===== config.mk =====
export PLATFORM = sky130hd
export DESIGN_NAME = ex_mac_unit_flat
export DESIGN_NICKNAME = d
export VERILOG_FILES = /design/src/rtl/ex_mac_pkg.sv /design/src/rtl/ex_mac_unit_if.sv /design/src/rtl/mac_shift_add_core.sv /design/src/rtl/ex_mac_unit.sv /design/src/flat_wrapper.sv
export SDC_FILE = /design/constraint.sdc
export NUM_CORES = 1
export LEC_CHECK = 0
export CAP_MARGIN = 20
export CORE_ASPECT_RATIO = 1.25
export CORE_UTILIZATION = 45
export DETAILED_ROUTE_END_ITERATION = 6
export SLEW_MARGIN = 15
export SYNTH_ARGS = -nofsm -noshare
export SYNTH_HDL_FRONTEND = slang
export SYNTH_SLANG_ARGS = --single-unit

===== constraint.sdc =====
create_clock -name clk -period 8.4 [get_ports clk]
set_input_delay 0.84 -clock clk [delete_from_list [all_inputs] [get_ports clk]]
set_output_delay 0.84 -clock clk [all_outputs]
set_load 0.02 [all_outputs]

===== src/rtl/ex_mac_pkg.sv =====
// ex_mac_pkg: shared definitions for the EX-stage multiply/accumulate unit.
//   - MAC op encodings (the 2-bit op field from ID/EX)
//   - FSM state constants
//   - ACC_REG: destination register number that selects the 64-bit accumulator
//   - MAC_WIDTH / ITER: default operand width and shift-add iteration count
package ex_mac_pkg;

  localparam int MAC_WIDTH = 32;
  localparam int ITER      = MAC_WIDTH;

  typedef logic [1:0] mac_op_t;

  localparam mac_op_t MAC_OP_MUL  = 2'b00;  // signed a*b
  localparam mac_op_t MAC_OP_MAC  = 2'b01;  // acc + a*b
  localparam mac_op_t MAC_OP_MSUB = 2'b10;  // acc - a*b
  localparam mac_op_t MAC_OP_MULU = 2'b11;  // unsigned a*b

  localparam logic [1:0] ST_IDLE = 2'd0;
  localparam logic [1:0] ST_BUSY = 2'd1;
  localparam logic [1:0] ST_FIX  = 2'd2;
  localparam logic [1:0] ST_DONE = 2'd3;

  localparam logic [4:0] ACC_REG = 5'd31;

endpackage


===== src/rtl/ex_mac_unit_if.sv =====
// ex_mac_unit_if: request/response bundle between the ID/EX register and the
// MAC unit.
//   master (ID/EX side) drives: start, op, a, b, acc_in, rd, flush
//   master receives:            stall, done, result, rd_out
//   slave is the MAC unit, with the directions reversed.
interface ex_mac_unit_if
  import ex_mac_pkg::*;
#(
  parameter int WIDTH = ITER
);
  logic                 start;
  mac_op_t              op;
  logic [WIDTH-1:0]     a;
  logic [WIDTH-1:0]     b;
  logic [2*WIDTH-1:0]   acc_in;
  logic [4:0]           rd;
  logic                 flush;
  logic                 stall;
  logic                 done;
  logic [2*WIDTH-1:0]   result;
  logic [4:0]           rd_out;

  modport master (
    output start, op, a, b, acc_in, rd, flush,
    input  stall, done, result, rd_out
  );

  modport slave (
    input  start, op, a, b, acc_in, rd, flush,
    output stall, done, result, rd_out
  );
endinterface


===== src/rtl/mac_shift_add_core.sv =====
// mac_shift_add_core: radix-2 shift-add multiplier datapath on unsigned
// magnitudes.
// Ports:
//   clk, res    clock, asynchronous active-low reset (clears all registers)
//   load_i      capture mcand_i/mplier_i and clear the partial product
//   step_i      one iteration: conditional add, then shift both operands
//   mcand_i     multiplicand magnitude
//   mplier_i    multiplier magnitude
//   partial_o   running unsigned partial product
//   zero_o      no multiplier bits remain to be consumed
module mac_shift_add_core #(
  parameter int WIDTH = 32
) (
  input  logic                 clk,
  input  logic                 res,
  input  logic                 load_i,
  input  logic                 step_i,
  input  logic [WIDTH-1:0]     mcand_i,
  input  logic [WIDTH-1:0]     mplier_i,
  output logic [2*WIDTH-1:0]   partial_o,
  output logic                 zero_o
);

  logic [2*WIDTH-1:0] mcand_q;
  logic [WIDTH-1:0]   mplier_q;
  logic [2*WIDTH-1:0] partial_q;

  always_ff @(posedge clk or negedge res) begin
    if (!res) begin
      mcand_q   <= '0;
      mplier_q  <= '0;
      partial_q <= '0;
    end else if (load_i) begin
      mcand_q   <= {{WIDTH{1'b0}}, mcand_i};
      mplier_q  <= mplier_i;
      partial_q <= '0;
    end else if (step_i) begin
      if (mplier_q[0]) begin
        partial_q <= partial_q + mcand_q;
      end
      mcand_q  <= mcand_q << 1;
      mplier_q <= mplier_q >> 1;
    end
  end

  assign partial_o = partial_q;
  assign zero_o    = (mplier_q == '0);

endmodule


===== src/rtl/ex_mac_unit.sv =====
// ex_mac_unit: multi-cycle multiply/accumulate unit in the EX stage.
// Ports:
//   clk   system clock, rising edge
//   res   asynchronous active-low reset
//   bus   ex_mac_unit_if.slave: start/op/a/b/acc_in/rd/flush in,
//         stall/done/result/rd_out out
// Operation: IDLE latches operand magnitudes and sign, BUSY runs WIDTH
// shift-add iterations, FIX applies sign and accumulate, DONE strobes done.
// Build option: define MAC_EARLY_EXIT_EN to leave BUSY as soon as no
// multiplier bits remain (results unchanged, latency data-dependent).
module ex_mac_unit
  import ex_mac_pkg::*;
#(
  parameter int WIDTH = ITER
) (
  input  logic             clk,
  input  logic             res,
  ex_mac_unit_if.slave     bus
);

  localparam int CW = $clog2(WIDTH);

`ifdef MAC_EARLY_EXIT_EN
  localparam bit EarlyExit = 1'b1;
`else
  localparam bit EarlyExit = 1'b0;
`endif

  logic [1:0]          state_q, state_d;
  mac_op_t             op_q;
  logic [4:0]          rd_q;
  logic [4:0]          rd_out_q;
  logic [2*WIDTH-1:0]  acc_q;
  logic [2*WIDTH-1:0]  result_q;
  logic                neg_q;
  logic [CW-1:0]       count_q;

  logic                is_signed;
  logic                load;
  logic                step;
  logic                core_zero;
  logic [WIDTH-1:0]    mag_a;
  logic [WIDTH-1:0]    mag_b;
  logic [2*WIDTH-1:0]  partial;

  // The most-negative value negates to itself, which read as unsigned is
  // exactly its magnitude.
  function automatic logic [WIDTH-1:0] magnitude(input logic [WIDTH-1:0] v,
                                                 input logic sgn);
    magnitude = (sgn && v[WIDTH-1]) ? -v : v;
  endfunction

  // Sign fix and accumulate, all modulo 2^(2*WIDTH).
  function automatic logic [2*WIDTH-1:0] fix_result(input mac_op_t op_sel,
                                                    input logic neg,
                                                    input logic [2*WIDTH-1:0] prod,
                                                    input logic [2*WIDTH-1:0] acc);
    logic signed [2*WIDTH-1:0] p;
    logic signed [2*WIDTH-1:0] s_acc;
    p     = neg ? -$signed(prod) : $signed(prod);
    s_acc = $signed(acc);
    case (op_sel)
      MAC_OP_MAC:  fix_result = s_acc + p;
      MAC_OP_MSUB: fix_result = s_acc - p;
      default:     fix_result = p;
    endcase
  endfunction

  assign is_signed = (bus.op != MAC_OP_MULU);
  assign mag_a     = magnitude(bus.a, is_signed);
  assign mag_b     = magnitude(bus.b, is_signed);

  // flush blocks both a new load and any further iteration
  assign load = (state_q == ST_IDLE) && bus.start && !bus.flush;
  assign step = (state_q == ST_BUSY) && !bus.flush;

  mac_shift_add_core #(
    .WIDTH(WIDTH)
  ) u_core (
    .clk       (clk),
    .res       (res),
    .load_i    (load),
    .step_i    (step),
    .mcand_i   (mag_a),
    .mplier_i  (mag_b),
    .partial_o (partial),
    .zero_o    (core_zero)
  );

  always_comb begin
    state_d = state_q;
    if (bus.flush) begin
      state_d = ST_IDLE;
    end else begin
      case (state_q)
        ST_IDLE: if (bus.start) state_d = ST_BUSY;
        ST_BUSY: if (count_q == '0 || (EarlyExit && core_zero)) state_d = ST_FIX;
        ST_FIX:  state_d = ST_DONE;
        default: state_d = ST_IDLE;
      endcase
    end
  end

  always_ff @(posedge clk or negedge res) begin
    if (!res) begin
      state_q  <= ST_IDLE;
      op_q     <= MAC_OP_MUL;
      rd_q     <= '0;
      acc_q    <= '0;
      neg_q    <= 1'b0;
      count_q  <= '0;
      result_q <= '0;
      rd_out_q <= '0;
    end else begin
      state_q <= state_d;
      if (load) begin
        op_q    <= bus.op;
        rd_q    <= bus.rd;
        acc_q   <= bus.acc_in;
        neg_q   <= is_signed & (bus.a[WIDTH-1] ^ bus.b[WIDTH-1]);
        count_q <= CW'(WIDTH - 1);
      end else if (step && count_q != '0) begin
        count_q <= count_q - CW'(1);
      end
      // result/rd_out change only on a completed FIX; a flush leaves them intact
      if (state_q == ST_FIX && !bus.flush) begin
        result_q <= fix_result(op_q, neg_q, partial, acc_q);
        rd_out_q <= rd_q;
      end
    end
  end

  // stall drops in DONE so the pipeline advances with the valid result
  assign bus.stall  = ((state_q == ST_IDLE) && bus.start) ||
                      (state_q == ST_BUSY) || (state_q == ST_FIX);
  assign bus.done   = (state_q == ST_DONE);
  assign bus.result = result_q;
  assign bus.rd_out = rd_out_q;

endmodule


===== src/flat_wrapper.sv =====
// flat-port wrapper written by rule: the top's interface ports become plain ports
module ex_mac_unit_flat import ex_mac_pkg::*;
#(
  parameter int WIDTH = ITER
)
  (clk, res, bus_start, bus_op, bus_a, bus_b, bus_acc_in, bus_rd, bus_flush, bus_stall, bus_done, bus_result, bus_rd_out);
  ex_mac_unit_if #(.WIDTH(WIDTH)) bus_i ();
  input  logic clk;
  input  logic res;
  input wire logic [$bits(bus_i.start)-1:0] bus_start;
  input wire logic [$bits(bus_i.op)-1:0] bus_op;
  input wire logic [$bits(bus_i.a)-1:0] bus_a;
  input wire logic [$bits(bus_i.b)-1:0] bus_b;
  input wire logic [$bits(bus_i.acc_in)-1:0] bus_acc_in;
  input wire logic [$bits(bus_i.rd)-1:0] bus_rd;
  input wire logic [$bits(bus_i.flush)-1:0] bus_flush;
  output wire logic [$bits(bus_i.stall)-1:0] bus_stall;
  output wire logic [$bits(bus_i.done)-1:0] bus_done;
  output wire logic [$bits(bus_i.result)-1:0] bus_result;
  output wire logic [$bits(bus_i.rd_out)-1:0] bus_rd_out;
  assign bus_i.start = bus_start;
  assign bus_i.op = bus_op;
  assign bus_i.a = bus_a;
  assign bus_i.b = bus_b;
  assign bus_i.acc_in = bus_acc_in;
  assign bus_i.rd = bus_rd;
  assign bus_i.flush = bus_flush;
  assign bus_stall = bus_i.stall;
  assign bus_done = bus_i.done;
  assign bus_result = bus_i.result;
  assign bus_rd_out = bus_i.rd_out;
  ex_mac_unit #(.WIDTH(WIDTH)) u_core (.clk(clk), .res(res), .bus(bus_i));
endmodule

== Word-level counts from Yosys, hierarchy flattened ==
Cells that the tools add are included.
Storage, ports and cells
  flip-flop bits (word level): 308
  latch bits: 0
  RAM bits: 0
  ROM bits: 0
  output and inout port bits: 71
  word-level logic and storage cells: 63
  memories kept: 0
Cells by class
  add/sub/neg operators: 7
  $mul: 0
  div/mod/pow operators: 0
  $lt $le $gt $ge: 0
  eq/ne operators: 8
  shift-type cells: 0
  mux-type cells: 17
  bitwise operators: 2
  reductions and logical operators: 18
Operators with widths (number)
  two-way mux 64 bit: 6
  adder 64 bit: 2
  two-way mux 32 bit: 4
  case mux 64 bit (2 select lines): 1
  negation 32 bit: 2
  negation 64 bit: 1
  subtractor 64 bit: 1
  two-way mux 5 bit: 2
  logical AND 1 bit: 7
  equality test 2 bit (second input constant): 3
  two-way mux 2 bit: 3
  case mux 2 bit (3 select lines): 1
  nonzero test 2 bit: 3
  logical NOT 5 bit: 1
  nonzero test 5 bit: 1
  subtractor 5 x 1 -> 5 bit (second input constant): 1
  equality test 2 x 1 -> 1 bit (second input constant): 2
  AND reduction 2 bit: 2
  != test 3 x 2 -> 1 bit (second input constant): 1
  != test 3 bit (second input constant): 1
  logical NOT 2 bit: 1
  logical OR 1 bit: 2
  != test 2 bit (second input constant): 1
  bitwise AND 1 bit: 1
  2 further kinds: 2

== Longest topological paths before layout ==
  depth in word-level cells: 5
  gate-level depth with buffers: 29

== Modules after synthesis ==
Synthesis repeated with hierarchy kept, for this count alone.
Second synthesis, totals
  cell total of the unflattened synthesis: 3165
  area, all modules: 25549.5 um^2
Modules (own cells, without submodules)
  ex_mac_unit: instances 1, cells an instance 1959, area each 14819.2 um^2, seq. area each 3703.6 um^2
  mac_shift_add_core: instances 1, cells an instance 1206, area each 10730.3 um^2, seq. area each 4003.8 um^2

== Worst setup path before layout ==
OpenSTA, ideal clock, no wires.
  path type: reg-to-reg
  start: register u_core.u_core.partial_q[1] (netlist: u_core.u_core.partial_o[1])
  end: register u_core.result_q[57] (netlist: u_core.bus.result[57])
  library setup time: 0.131 ns
  arrival time: 6.139 ns
  data required time: 8.269 ns
  path slack: 2.130 ns
  stages on the path, launching flop included: 23
  path buffers: 1
  period minus slack after synthesis: 6.270 ns
  cell sequence: dfrtp_1 inv_1 ha_1 nor3b_2 nand2_2 o41ai_4 xor2_2 or4b_4 or4b_4 or2_1 nor3b_1 a21oi_1 xnor2_1 ha_1 clkbuf_1 a21o_1 a21o_1 a221oi_1 a21boi_0 o2111ai_1 a31oi_1 nor4_1 or3_1
On the way
  word-level cells in the longest chain between the ends: 4
  elaborated cells on any way between the ends: 5
RTL lines
  start: declaration: RTL line mac_shift_add_core.sv:26  | logic [2*WIDTH-1:0] partial_q;
  start signal: assignment: RTL line mac_shift_add_core.sv:39  | partial_q <= partial_q + mcand_q;
  negation 64 bit: RTL line ex_mac_unit.sv:60  | p = neg ? -$signed(prod) : $signed(prod);
  two-way mux 64 bit (*): RTL line ex_mac_unit.sv:60
  subtractor 64 bit or adder 64 bit (tied branches): RTL line ex_mac_unit.sv:64, ex_mac_unit.sv:63
  case mux 64 bit (2 select lines) (*): RTL line ex_mac_unit.sv:62  | case (op_sel)
  end signal: assignment: RTL line ex_mac_unit.sv:127  | result_q <= fix_result(op_q, neg_q, partial, acc_q);
  end: declaration: RTL line ex_mac_unit.sv:34  | logic [2*WIDTH-1:0] result_q;
Mark *: on every way between the ends. The rest lies on a longest branch, timed or not.
A chain may end at the register's enable or synchronous reset.

== Final worst setup path ==
Ends and elaborated chain as after synthesis.

==> summary.txt <==
Layout
  • Area growth, synth to finish: 15.88%
  • Finished Cell Area: about 0.029 mm²
  • Diode count: 0
  • Nets: between 3000 and 4000
  • Post-Layout Cell Count: around 4000
  • Share of cells above drive strength 1: 0.04494

Clock tree
  • Worst skew pair latency: about 570 ps
  • H-tree depth: 2
  • Hold Buf Count CTS: 0
  • Reg clk slew, reported paths: 60 ps
  • Root Buffer: clkbuf_16
  • Maximum clock path buffer count: 3
  • CTS buffer count: 37
  • Post-cts resize count: 0
  • Post-CTS setup buffers: 0
  • CTS tree: built
  • Clock Sinks: 308

Job
  • MaxCap Viol Count: 0

Synth
  • Synthesized area per cell: 7.749 µm²
  • Yosys warning total: 0
  • Top-count cell post-synth: nand2_1
  • Post-synth EDFFs: 0
  • Commonest cells in the netlist: 672 x nand2_1, 308 x dfrtp_1, 241 x a21oi_1, 228 x nor2_1, 228 x o21ai_0
  • Synth Flop Type: dfrtp_1
  • Top cell type's share of synthesized area: 0.3133
  • Synth area leaders: dfrtp_1 31%, nand2_1 10%, ha_1 7.0%
  • Yosys cell types: 93
  • Asr flop ratio synth: 1.000
  • Syn Std Cell Area: 0.02460 mm²
  • Cells after Synth: 3175
  • Seq/Total Area, Yosys: 0.3133
  • Mapped Nets: 3453
  • Yosys top cell by area: dfrtp_1
  • Synth Register Bits: 308

Critical path
  • Worst path slowest cell: a2111oi_2
  • Critical Path Max Stage Delay: 670 ps
  • Critical Path Sink Type: register
  • Max Fanout on Critical Path: 8
  • Worst EP required: 8850 ps
  • CP arrival: slightly below 8000 ps
  • Startpoint Class: register
  • Crit path kind: reg2reg

STA
  • Actual slew at the worst max-slew pin: slightly above 900 ps
  • Final period util: 0.8698
  • Final setup vio count: 0
  • Final Slew Violations: 0
  • Slew margin rel.: 0.3951
  • Clock period minus final worst setup slack: 7306 ps
  • Hold Slack: 298.4 ps
  • Fmax: ~140 MHz
  • Setup TNS: 0 ps
  • Clock Skews: about 21 ps
  • Final Hold Fails: 0
  • RSZ-0062 raised after global routing: false

Place
  • GP Congestion: 0.9992
  • Area of placed instances: 0.02717 mm²
  • HPWL Detailed: 57510 µm
  • Number of port buffers: approximately 210
  • DP Cell Count: 3953

Global route
  • All-layer global routing usage: 0.2703
  • Initial antenna violation count: 0
  • Total global routing overflow: 0
  • Largest net degree at the start of global routing: 139
  • First-pass GRT wire length: 121100 µm
  • Vias in the first global route: around 22000

Floorplan
  • Core Area: 0.05385 mm²
  • Initial Util: 0.4569
  • Chip height: around 260 µm
  • Die ar.: between 0.05 and 0.06 mm²
  • Die Wd: 211.1 µm
  • IO Count: 210
  • FP Rows: 95

Routing
  • DR DRC count: 0
  • Routed WL: 75950 µm
  • Violation count after the first detailed-route iteration: 1561
  • Avg WL per Cell: about 19 µm
  • Final ANT Viol Nets: 0
  • Via count: 23280
  • Via density: 5.792
  • Total iterations of the first detailed-routing run: 5

Worst hold path
  • Hold Path Class: in2async

Status
  • Outcome: completed
## stage by stage
step             util  setup slack [ps]
6_report       0.5295              1094
3_3_place_gp   0.5046              1292
3_5_place_dp   0.5046              1161
4_1_cts        0.5295              1135
5_1_grt        0.5295             419.9
2_1_floorplan       -              2130
## path summary, 6_finish.rpt
kind / cells past startpoint / start / end / slack (ps)
min in group clk: 2 / u_core.bus.result[38] / u_core.bus.result[38] / 460
worst max-delay path: 25 / u_core.u_core.partial_o[1] / u_core.bus.result[57] / 1090
max in group asynchronous: 2 / res / u_core.u_core.mcand_q[44] / 6670
worst min-delay path: 1 / res / u_core.acc_q[7] / 300
worst max register to register: 25 / u_core.u_core.partial_o[1] / u_core.bus.result[57] / 1090
worst min register to register: 2 / u_core.bus.result[38] / u_core.bus.result[38] / 460
## sequential cells by signal, indices dropped and copies added, names as in the netlist
| signal | count |
|---|---|
| u_core.op_q | 2 |
| u_core.state_q | 2 |
| u_core.neg_q | 1 |
| u_core.u_core.mplier_q | 32 |
| u_core.rd_q | 5 |
| u_core.count_q | 5 |
| u_core.u_core.partial_o | 64 |
| u_core.u_core.mcand_q | 64 |
| u_core.bus.rd_out | 5 |
| u_core.acc_q | 64 |
| u_core.bus.result | 64 |
## worst max-delay path: cells and delay by family (launching register included)
family                     cells  cell delay, ps
AOI/OAI and AO/OA             10            2660
and+or+nand+nor                8            2530
adders and majority gates      2             660
buffers and inverters          3             470
DFF                            1             460
xor gates and xnor gates       2             380
## logic make-up after synthesis
logic type / count (synthesis) / synth area share
compound gates: 902 / 0.2311
xor+xnor: 288 / 0.1031
fa+ha+maj: 139 / 0.07130
buf+inv: 251 / 0.03896
flops: 308 / 0.3133
mux: 26 / 0.01093
simple gates: 1261 / 0.2312
## cell type report
class	count	area (µm²)
multi-input cells	2616	15990
repair buffers	236	2312
well taps	727	909.6
inverters	66	247.7
flip-flops and latches	308	7709
clock buffers	52	1104
clock inverters	15	236.5
fillers	5227	25340
## cell usage in the layout (no fill, tap or decap), types with 12 or more instances in the layout
cell type        synthesis  final
o21a_1                  17     17
and2_1                  17     16
clkdlybuf4s50_1          0    208
a211oi_1                15     15
and3_1                  32     32
nor4_1                  27     27
o41ai_1                 28     28
inv_1                   65     65
or3_1                   25     25
a21oi_1                241    240
mux2i_1                 19     19
buf_4                    1     26
o21bai_1                28     28
o21ai_0                228    228
nand3_1                 49     48
nand4_1                 39     39
clkbuf_16                0     38
ha_1                   137    136
nor2_1                 228    228
a41oi_1                 12     12
a21o_1                  81     81
dfrtp_1                308    307
o211ai_1                13     13
a21boi_0                14     14
a31oi_1                105    105
nand2b_1                15     13
nand2_1                672    671
nor3_1                  66     66
xnor2_1                176    176
nor2b_1                 21     19
xor2_1                 110    110
o31ai_1                 31     31
## layer usage
metal	vias up	track usage	part of all wire	wire length, µm
met5	-	0	0	0
met4	0	0.07873	0.026	1995
met3	107	0.02720	0.047	3548
met2	586	0.4363	0.45	34430
met1	11120	0.3805	0.47	35970
li1	11470	-	-	-
Power is left out: the tool's default activity adds up to more than one toggle a clock period on the data nets, which glitch-free logic cannot reach.
